### src/rtl/operand_fetch_pkg.sv
// Shared definitions for the operand-fetch stage: ALU op codes, sizing
// constants and the registered output bundle handed to the ALU.
package operand_fetch_pkg;

  localparam int NUM_REGS = 8;
  localparam int REG_AW   = 3;
  localparam int DATA_W   = 8;
  localparam int OP_W     = 5;

  typedef enum logic [OP_W-1:0] {
    OP_ADD  = 5'd0,
    OP_SUB  = 5'd1,
    OP_AND  = 5'd2,
    OP_OR   = 5'd3,
    OP_XOR  = 5'd4,
    OP_LSL  = 5'd5,
    OP_LSR  = 5'd6,
    OP_PASS = 5'd7
  } op_code;

  typedef struct packed {
    logic [DATA_W-1:0] A;
    logic [DATA_W-1:0] B;
    op_code            OP;
    logic              Wr;
    logic [REG_AW-1:0] Rd;
  } fetch_out_t;

endpackage

### src/rtl/operand_fetch_if.sv
// Issue, writeback and ALU-side handshake signals of the operand-fetch stage.
interface operand_fetch_if #(
  parameter int DW   = 8,
  parameter int NREG = 8,
  parameter int OPW  = 5
);
  localparam int AW = $clog2(NREG);

  logic           InValid;
  logic           InReady;
  logic [OPW-1:0] InOP;
  logic [AW-1:0]  InRa;
  logic [AW-1:0]  InRb;
  logic           InUseImm;
  logic [DW-1:0]  InImm;
  logic           InWr;
  logic [AW-1:0]  InRd;
  logic           WrEn;
  logic [AW-1:0]  WrAddr;
  logic [DW-1:0]  WrData;
  logic           OutValid;
  logic           OutReady;
  logic [DW-1:0]  OutA;
  logic [DW-1:0]  OutB;
  logic [OPW-1:0] OutOP;
  logic           OutWr;
  logic [AW-1:0]  OutRd;

  modport master (
    output InValid, InOP, InRa, InRb, InUseImm, InImm, InWr, InRd,
    output WrEn, WrAddr, WrData, OutReady,
    input  InReady, OutValid, OutA, OutB, OutOP, OutWr, OutRd
  );

  modport slave (
    input  InValid, InOP, InRa, InRb, InUseImm, InImm, InWr, InRd,
    input  WrEn, WrAddr, WrData, OutReady,
    output InReady, OutValid, OutA, OutB, OutOP, OutWr, OutRd
  );

endinterface

### src/rtl/operand_fetch_reg_file.sv
// NREG x DW architectural register file: two combinational read ports with
// same-cycle write bypass, one write port, asynchronous active-low clear.
module reg_file #(
  parameter int DW   = 8,
  parameter int NREG = 8,
  parameter int AW   = $clog2(NREG)
) (
  input  logic          Clk,
  input  logic          Reset,
  input  logic          we,
  input  logic [AW-1:0] waddr,
  input  logic [DW-1:0] wdata,
  input  logic [AW-1:0] raddr_a,
  input  logic [AW-1:0] raddr_b,
  output logic [DW-1:0] rdata_a,
  output logic [DW-1:0] rdata_b
);

  logic [DW-1:0] mem_q [NREG];
  logic [DW-1:0] mem_d [NREG];

  always_comb begin
    mem_d = mem_q;
    if (we) mem_d[waddr] = wdata;
  end

  always_ff @(posedge Clk or negedge Reset) begin
    if (!Reset) begin
      for (int unsigned i = 0; i < NREG; i++) mem_q[i] <= '0;
    end else begin
      mem_q <= mem_d;
    end
  end

  always_comb begin
    rdata_a = (we && waddr == raddr_a) ? wdata : mem_q[raddr_a];
    rdata_b = (we && waddr == raddr_b) ? wdata : mem_q[raddr_b];
  end

endmodule

### src/rtl/operand_fetch.sv
// Operand-fetch pipeline stage: reads two operands (or an immediate for B),
// stalls on RAW hazards tracked by a pending-bit scoreboard, registers to ALU.
module operand_fetch
  import operand_fetch_pkg::*;
#(
  parameter int DW   = DATA_W,
  parameter int NREG = NUM_REGS,
  parameter int OPW  = OP_W
) (
  input  logic           Clk,
  input  logic           Reset,
  operand_fetch_if.slave bus
);

  localparam int AW = $clog2(NREG);

  logic [DW-1:0]   opnd_a;
  logic [DW-1:0]   opnd_b;
  logic            hazard;
  logic            in_ready;
  logic            accept;
  logic            hit_a;
  logic            hit_b;
  fetch_out_t      out_q, out_d;
  logic            out_valid_q, out_valid_d;
  logic [NREG-1:0] pend_q, pend_d;

  reg_file #(
    .DW   (DW),
    .NREG (NREG),
    .AW   (AW)
  ) u_reg_file (
    .Clk     (Clk),
    .Reset   (Reset),
    .we      (bus.WrEn),
    .waddr   (bus.WrAddr),
    .wdata   (bus.WrData),
    .raddr_a (bus.InRa),
    .raddr_b (bus.InRb),
    .rdata_a (opnd_a),
    .rdata_b (opnd_b)
  );

  // A producer retiring this very cycle is not a hazard: the bypass supplies it.
  always_comb begin
    hit_a    = pend_q[bus.InRa] && !(bus.WrEn && bus.WrAddr == bus.InRa);
    hit_b    = !bus.InUseImm && pend_q[bus.InRb] && !(bus.WrEn && bus.WrAddr == bus.InRb);
    hazard   = bus.InValid && (hit_a || hit_b);
    in_ready = (!out_valid_q || bus.OutReady) && !hazard;
    accept   = bus.InValid && in_ready;
  end

  always_comb begin
    out_d       = out_q;
    out_valid_d = out_valid_q;
    if (accept) begin
      out_d.A     = opnd_a;
      out_d.B     = bus.InUseImm ? bus.InImm : opnd_b;
      out_d.OP    = op_code'(bus.InOP[OPW-1:0]);
      out_d.Wr    = bus.InWr;
      out_d.Rd    = bus.InRd;
      out_valid_d = 1'b1;
    end else if (bus.OutReady) begin
      out_valid_d = 1'b0;
    end
  end

  // Set after clear so a new producer to the same index stays outstanding.
  always_comb begin
    pend_d = pend_q;
    if (bus.WrEn) pend_d[bus.WrAddr] = 1'b0;
    if (accept && bus.InWr) pend_d[bus.InRd] = 1'b1;
  end

  always_ff @(posedge Clk or negedge Reset) begin
    if (!Reset) begin
      out_q       <= '0;
      out_valid_q <= 1'b0;
      pend_q      <= '0;
    end else begin
      out_q       <= out_d;
      out_valid_q <= out_valid_d;
      pend_q      <= pend_d;
    end
  end

  assign bus.InReady  = in_ready;
  assign bus.OutValid = out_valid_q;
  assign bus.OutA     = out_q.A;
  assign bus.OutB     = out_q.B;
  assign bus.OutOP    = out_q.OP;
  assign bus.OutWr    = out_q.Wr;
  assign bus.OutRd    = out_q.Rd;

endmodule

### src/flat_wrapper.sv
// flat-port wrapper written by rule: the top's interface ports become plain ports
module operand_fetch_flat import operand_fetch_pkg::*;
#(
  parameter int DW   = DATA_W,
  parameter int NREG = NUM_REGS,
  parameter int OPW  = OP_W
)
  (Clk, Reset, bus_InValid, bus_InOP, bus_InRa, bus_InRb, bus_InUseImm, bus_InImm, bus_InWr, bus_InRd, bus_WrEn, bus_WrAddr, bus_WrData, bus_OutReady, bus_InReady, bus_OutValid, bus_OutA, bus_OutB, bus_OutOP, bus_OutWr, bus_OutRd);
  operand_fetch_if #(.DW(DW), .NREG(NREG), .OPW(OPW)) bus_i ();
  input  logic Clk;
  input  logic Reset;
  input wire logic [$bits(bus_i.InValid)-1:0] bus_InValid;
  input wire logic [$bits(bus_i.InOP)-1:0] bus_InOP;
  input wire logic [$bits(bus_i.InRa)-1:0] bus_InRa;
  input wire logic [$bits(bus_i.InRb)-1:0] bus_InRb;
  input wire logic [$bits(bus_i.InUseImm)-1:0] bus_InUseImm;
  input wire logic [$bits(bus_i.InImm)-1:0] bus_InImm;
  input wire logic [$bits(bus_i.InWr)-1:0] bus_InWr;
  input wire logic [$bits(bus_i.InRd)-1:0] bus_InRd;
  input wire logic [$bits(bus_i.WrEn)-1:0] bus_WrEn;
  input wire logic [$bits(bus_i.WrAddr)-1:0] bus_WrAddr;
  input wire logic [$bits(bus_i.WrData)-1:0] bus_WrData;
  input wire logic [$bits(bus_i.OutReady)-1:0] bus_OutReady;
  output wire logic [$bits(bus_i.InReady)-1:0] bus_InReady;
  output wire logic [$bits(bus_i.OutValid)-1:0] bus_OutValid;
  output wire logic [$bits(bus_i.OutA)-1:0] bus_OutA;
  output wire logic [$bits(bus_i.OutB)-1:0] bus_OutB;
  output wire logic [$bits(bus_i.OutOP)-1:0] bus_OutOP;
  output wire logic [$bits(bus_i.OutWr)-1:0] bus_OutWr;
  output wire logic [$bits(bus_i.OutRd)-1:0] bus_OutRd;
  assign bus_i.InValid = bus_InValid;
  assign bus_i.InOP = bus_InOP;
  assign bus_i.InRa = bus_InRa;
  assign bus_i.InRb = bus_InRb;
  assign bus_i.InUseImm = bus_InUseImm;
  assign bus_i.InImm = bus_InImm;
  assign bus_i.InWr = bus_InWr;
  assign bus_i.InRd = bus_InRd;
  assign bus_i.WrEn = bus_WrEn;
  assign bus_i.WrAddr = bus_WrAddr;
  assign bus_i.WrData = bus_WrData;
  assign bus_i.OutReady = bus_OutReady;
  assign bus_InReady = bus_i.InReady;
  assign bus_OutValid = bus_i.OutValid;
  assign bus_OutA = bus_i.OutA;
  assign bus_OutB = bus_i.OutB;
  assign bus_OutOP = bus_i.OutOP;
  assign bus_OutWr = bus_i.OutWr;
  assign bus_OutRd = bus_i.OutRd;
  operand_fetch #(.DW(DW), .NREG(NREG), .OPW(OPW)) u_core (.Clk(Clk), .Reset(Reset), .bus(bus_i));
endmodule
### config.mk
export PLATFORM = sky130hd
export DESIGN_NAME = operand_fetch_flat
export DESIGN_NICKNAME = d
export VERILOG_FILES = /design/src/rtl/operand_fetch_pkg.sv /design/src/rtl/operand_fetch_if.sv /design/src/rtl/operand_fetch_reg_file.sv /design/src/rtl/operand_fetch.sv /design/src/flat_wrapper.sv
export SDC_FILE = /design/constraint.sdc
export NUM_CORES = 1
export LEC_CHECK = 0
export CORE_AREA = 10 10 107 109
export CTS_CLUSTER_DIAMETER = 150
export DETAILED_ROUTE_END_ITERATION = 16
export DIE_AREA = 0 0 117 119
export DONT_BUFFER_PORTS = 1
export PLACE_DENSITY_LB_ADDON = 0.25
export SLEW_MARGIN = 10
export SYNTH_ARGS = -nofsm -noshare
export SYNTH_HDL_FRONTEND = slang
export SYNTH_SLANG_ARGS = --single-unit
### constraint.sdc
create_clock -name Clk -period 2.5 [get_ports Clk]
set_input_delay 0.625 -clock Clk [delete_from_list [all_inputs] [get_ports Clk]]
set_output_delay 0.625 -clock Clk [all_outputs]
set_load 0.03 [all_outputs]
==> results_dict.tcl <==
set metrics [dict create \
    status "complete, but fails checks" \
    violations "hold timing, setup timing" \
    dr.pass1.iters 5 \
    clkSlewWorstSetupHoldPaths_ns 0.09 \
    worstPathRequired_ns 1.88 \
    r2r_slack_ns -0.12 \
    p_comb_share_pct 24.9 \
    grt_start_max_net_pins 99 \
    dp.cells 456 \
    nets 406 \
    antenna_left 0 \
    swShare_pct 33.0 \
    die-area_mm2 0.0139 \
    skew_ns 0.0115 \
    start_util_pct 55.8 \
    synth_top_area_share_pct 46.4 \
    rsz0062_at_grt "true" \
    worstPathMaxFanout 3 \
    die_w_um 117 \
    ys.flop_type "dfrtp_1" \
    yosysSeqAreaShare_pct 46.4 \
    slew_violations 0 \
    start_kind "flip-flop" \
    drive_above_1_share_pct 45.3 \
    syn-instance-count 360 \
    crit_type "reg2out" \
    fillers 739 \
    grt_overflow_total 0 \
    synth-async-reset-ratio_pct 100 \
    vias 3204 \
    ys_types 33 \
    syn_nets 400 \
    area_growth_pct 7.58 \
    post-synth-top-count-cell "dfrtp_1" \
    relSlewSlack_pct 58.5 \
    hold_viol_final 98 \
    die_h_um 119 \
    setup_slack_ns -0.192 \
    netlist_top_cells_count "dfrtp_1, mux2_2, mux4_2, mux2_4" \
    portBuffers 0 \
    drc 0 \
    wirelength_um 12800 \
    setup_viol 17 \
    arrival_ns 2.07 \
    track_usage_pct 18.4 \
    yosys-top-cells-area "dfrtp_1, mux2_2, mux4_2" \
    yosysTopAreaCell "dfrtp_1" \
    cts_buffer_depth 2 \
    hpwl_um 8390 \
    register_area_mm2 0.00245 \
    first_global_vias 3333 \
    final_util_pct 60.1 \
    hp-class "in2async" \
    avgSynthCellArea_um2 14.7 \
    max_cap_viol_count 0 \
    cts_root_buf "clkbuf_8" \
    fmax_ghz 0.371 \
    p_int_w 0.00327 \
    avgRoutedWirePerCell_um 26.3 \
    fin_crit_sh_pct 108 \
    io_pins 67 \
    tightest_slew_ns 0.622 \
    cts.sinks 98 \
    cts_buffers 9 \
    cts_tree "yes" \
    yosysWarnings 0 \
    placementRows 36 \
    fin_setup_tns_ns -1.75 \
    worst_setup_path_end_kind "primary output" \
    hold_slack_ns -0.0644 \
    grt_pass1_wl_um 19400 \
    antenna_found_initial 0 \
    diodes 0 \
    synth-seq-cells 98 \
    gp_congestion 0.836 \
    p_per_area_mw_per_mm2 860 \
    power_frac_seq_pct 56.0 \
    final_cells 485 \
    drt-initial-drc-count 268 \
    viasPerCell 6.61 \
    synth_edf_count 0 \
    core_area_mm2 0.00946 \
    leakage_nw 2.41 \
    multi_input_area_mm2 0.00265 \
    insertion_delay_ns 0.38 \
    ir_worst_vdd_v 0.000324 \
    min_period_ns 2.69 \
    p_clk_share_pct 19.1 \
    htree_num_levels 3 \
    power_switching_w 0.00161 \
    netlist_area_mm2 0.00528 \
]
-- power groups by stage --
stage	Sequential, W	Clock (W)	Combinational, W
after floorplan	0.00263	0	0.00104
after global placement	0.00274	0	0.00107
after detailed placement	0.00277	0	0.00111
after CTS	0.00274	0.000944	0.00115
after global routing	0.00280	0.00102	0.00130
final	0.00274	0.000932	0.00122
-- layout make-up --
cell class,count,area share [%]
inverter,5,0.330
clock buffer,14,2.69
timing repair buffer,26,4.54
clock inverter,2,0.220
sequential,98,43.2
tap,114,2.51
multi-input combinational,226,46.6
-- registers in the layout, summed over array words and instances, names as in the netlist --
name,cells
u_core.bus.OutOP,5
u_core.bus.OutRd,3
u_core.bus.OutWr,1
u_core.pend_q,8
u_core.bus.OutB,8
u_core.bus.OutA,8
u_core.bus.OutValid,1
u_core.u_reg_file.mem_q,64
-- layer usage --
layer	GRT usage [%]	wire, um	vias up
met5	0	0	-
met4	8.19	279	0
met3	4.72	1130	18
met2	29.7	6290	139
met1	22.6	5060	1672
li1	-	-	1375
-- metrics by stage --
stage	instance area (um^2)	setup slack (ns)	power, W
global route	5680	-0.265	0.00512
CTS	5580	-0.143	0.00483
detailed placement	5370	-0.0738	0.00389
floorplan	5300	-0.224	0.00367
finish	5680	-0.192	0.00488
global placement	5370	-0.0655	0.00382
-- final timing paths --
check	from	end	cells past startpoint
worst max-delay path	u_core.pend_q[1]$_DFF_PN0_	bus_InReady	5
worst min-delay path	Reset	u_core.pend_q[2]$_DFF_PN0_	0
worst max register to register	u_core.pend_q[1]$_DFF_PN0_	u_core.bus.OutOP[2]$_DFFE_PN0P_	8
worst min register to register	u_core.u_reg_file.mem_q[28]$_DFFE_PN0P_	u_core.u_reg_file.mem_q[28]$_DFFE_PN0P_	1
max in group asynchronous	Reset	u_core.u_reg_file.mem_q[54]$_DFFE_PN0P_	0
min in group Clk	bus_InWr	u_core.bus.OutWr$_DFFE_PN0P_	1
-- placed cells by master, fill, tap and decap left out, types with 2 or more instances in the layout --
cell type,count
clkbuf_16,2
o21ai_0,3
nand3_1,3
nor2b_1,10
xnor2_1,6
dfrtp_1,98
nand2_1,6
nand4_1,3
mux2_2,72
a211oi_1,5
mux4_1,5
buf_4,19
inv_1,5
clkbuf_1,4
a21oi_1,13
mux4_2,30
clkbuf_8,10
buf_6,4
mux2i_1,17
and2_1,2
mux2_4,22
nor2_1,9
a32o_1,8
-- cells by family (layout without fill, tap and decap cells) --
| family | count (synthesis) | after routing | synth area share (%) |
|---|---|---|---|
| simple gates | 41 | 41 | 4.48 |
| flops | 98 | 98 | 46.4 |
| compound gates | 33 | 33 | 4.38 |
| xor+xnor | 6 | 6 | 0.995 |
| buf+inv | 36 | 47 | 3.67 |
| mux | 146 | 146 | 40.0 |
-- timing repair --
item	4_1_cts	5_1_grt
pin swaps	2	3
endpoints found under the setup margin	1	5
hold endpoints to repair	98	98
gates cloned	0	3
gates resized for setup	2	4
buffers inserted	5	5
-- worst max-delay path: stages (launching register included) --
cell     delay [ns]
dfrtp_1        0.41
mux4_2         0.46
mux2_4         0.28
a32o_2         0.24
a21oi_2        0.15
buf_6          0.14
(Power assumes the default switching activity.)
==> variant: new RTL, same settings <==
The package constant `DATA_W` goes from 8 to 6.
--- a/src/rtl/operand_fetch_pkg.sv
+++ b/src/rtl/operand_fetch_pkg.sv
@@ -4,7 +4,7 @@
 
   localparam int NUM_REGS = 8;
   localparam int REG_AW   = 3;
-  localparam int DATA_W   = 8;
+  localparam int DATA_W   = 6;
   localparam int OP_W     = 5;
 
   typedef enum logic [OP_W-1:0] {
Ports: changed (resized bus_InImm, bus_OutA, bus_OutB and bus_WrData); port bits go from 67 to 59. No check against the original RTL was run, so the function may have changed too.
==> variant against the original RTL <==
  * Synthesized area down 20%
  * Global-route usage decreased by 3.6 points
  * Synthesized cell count is 16% lower
  * Combinational power is 33% lower
  * Clock power increased by 9%
  * Setup slack better by 0.21 ns
  * Via count shrank 23%
  * Non-clock buffer count fell by 15
  * Design area decreased by 20%
  * Total power decreased by 19%
  * Die area is the same
  * Maximum frequency rose by 8.4%
  * Routed wire length down 23%
  * Sequential cell count fell by 20
  * Largest cell class unchanged
  * Highest routed layer unchanged
==> variant: results (changes against the original RTL) <==
status=complete, no violations; Signal buf overhead=0.02608 (-0.01928); drt total wl=9840 um (-23%); M1 GR Usage=0.1714 (-0.05480); wire length on met1=4065 um (-20%); sequential group share of total power=0.536 (-0.024); sequential share of cell area=0.4283 (-0.003287); Hold Fails Final Rpt=0 (-100%); Sink Count=78 (-20%); Internal=2.679 mW (-18%); Clock Power Share=0.257 (+0.066); GPL Wtd Cong=0.7840 (-6.2%); Filler Cells Inserted=835 (+13%); root buf cell=clkbuf_8; pre-CTS setup slack=0.1530 ns (+0.2267 ns); dominant cells by area after synthesis=dfrtp_1, mux2_2, mux4_2; vias in the first global route=2,700 (-19%); WP data arrival=1.86 ns (-0.21 ns); mux contribution to synthesized area=0.3844 (-0.01599); clk tree area frac=0.04558 (+0.01651); Post-synth top cells=dfrtp_1, mux2_2, mux2i_1; Routed met3 length=559 um (-50%); first-pass GRT wire length=15,420 um (-20%); WL met2=4951 um (-21%); # clk buffers=12 (-2); Synth Area per Inst=14.11 um^2 (-3.8%); bufs w/o clock=11 (-58%); Pleak=1.930 nW (-20%); multi-input gate share of total cell area=0.4638 (-0.001780); worst-case clock skew=0.01111 ns (-0.0003766 ns); First-pass DRT Iterations=4 (-1); vias=2,468 (-23%); met3 usage=0.03815 (-0.009036); routing usage on met2=0.2448 (-0.05206); NetSw=1.273 mW (-21%); starting DRC count in detailed routing=148 (-45%); sequential area share after synthesis=0.4595 (-0.004846); share of layout cells above drive strength 1=0.4133 (-0.03950); NumNets Final=332 (-18%); Finished Layout Cells=414 (-15%); #MultiIn Comb=190 (-16%); post-synthesis cell type count=34 (+3.0%); Syn Nets=337 (-16%); clock transition at the registers of the reported paths=0.09 ns (about the same); xor and xnor fraction of the mapped netlist area=0.01237 (+0.002421); DP HPWL=6722 um (-20%); gr usage total=0.1478 (-0.03611)
-- variant: cell count changes in the layout (fill, tap and decap cells not counted), sizes merged, moves of 4 or more --
cell / before / now
a211oi: 5 / 0
a21oi: 14 / 7
buf: 24 / 11
clkbuf: 16 / 12
dfrtp: 98 / 78
mux2: 94 / 75
mux4: 35 / 25
nor2b: 10 / 3
o21ai: 3 / 8
-- variant: per-stage QoR --
step / area (um^2) / hold slack, ns
after floorplan: 4252 / 0.3294
after global placement: 4295 / 0.3318
after detailed placement: 4295 / 0.3320
after CTS: 4534 / 0.1587
after global routing: 4557 / 0.1396
final: 4557 / 0.1286
-- variant: worst paths after layout --
check                                                       start                                      end  slack (ns)  cells after the start
max                                    u_core.pend_q[3]$_DFF_PN0_                              bus_InReady        0.02                      5
min                                                         Reset          u_core.bus.OutValid$_DFFE_PN0P_        0.13                      1
max reg2reg                            u_core.pend_q[3]$_DFF_PN0_          u_core.bus.OutOP[1]$_DFFE_PN0P_        0.43                      5
min reg2reg                u_core.u_reg_file.mem_q[4]$_DFFE_PN0P_   u_core.u_reg_file.mem_q[4]$_DFFE_PN0P_        0.53                      1
max in group asynchronous                                   Reset  u_core.u_reg_file.mem_q[23]$_DFFE_PN0P_        2.04                      1
min in group Clk                                      bus_InValid          u_core.bus.OutValid$_DFFE_PN0P_        0.38                      2
-- variant: critical path, stage by stage, from the launching register on --
cell	delay [ns]
dfrtp_1	0.40
mux4_2	0.50
o2111ai_4	0.21
o21ai_2	0.09
a21boi_2	0.14
buf_6	0.14
-- variant: repair_timing --
item | 4_1_cts | 5_1_grt
endpoints found under the hold margin | 78 | 0
buffers inserted | 0 | 1
endpoints found under the setup margin | 1 | 1
gates resized for setup | 1 | 2
hold buffers | 1 | 0
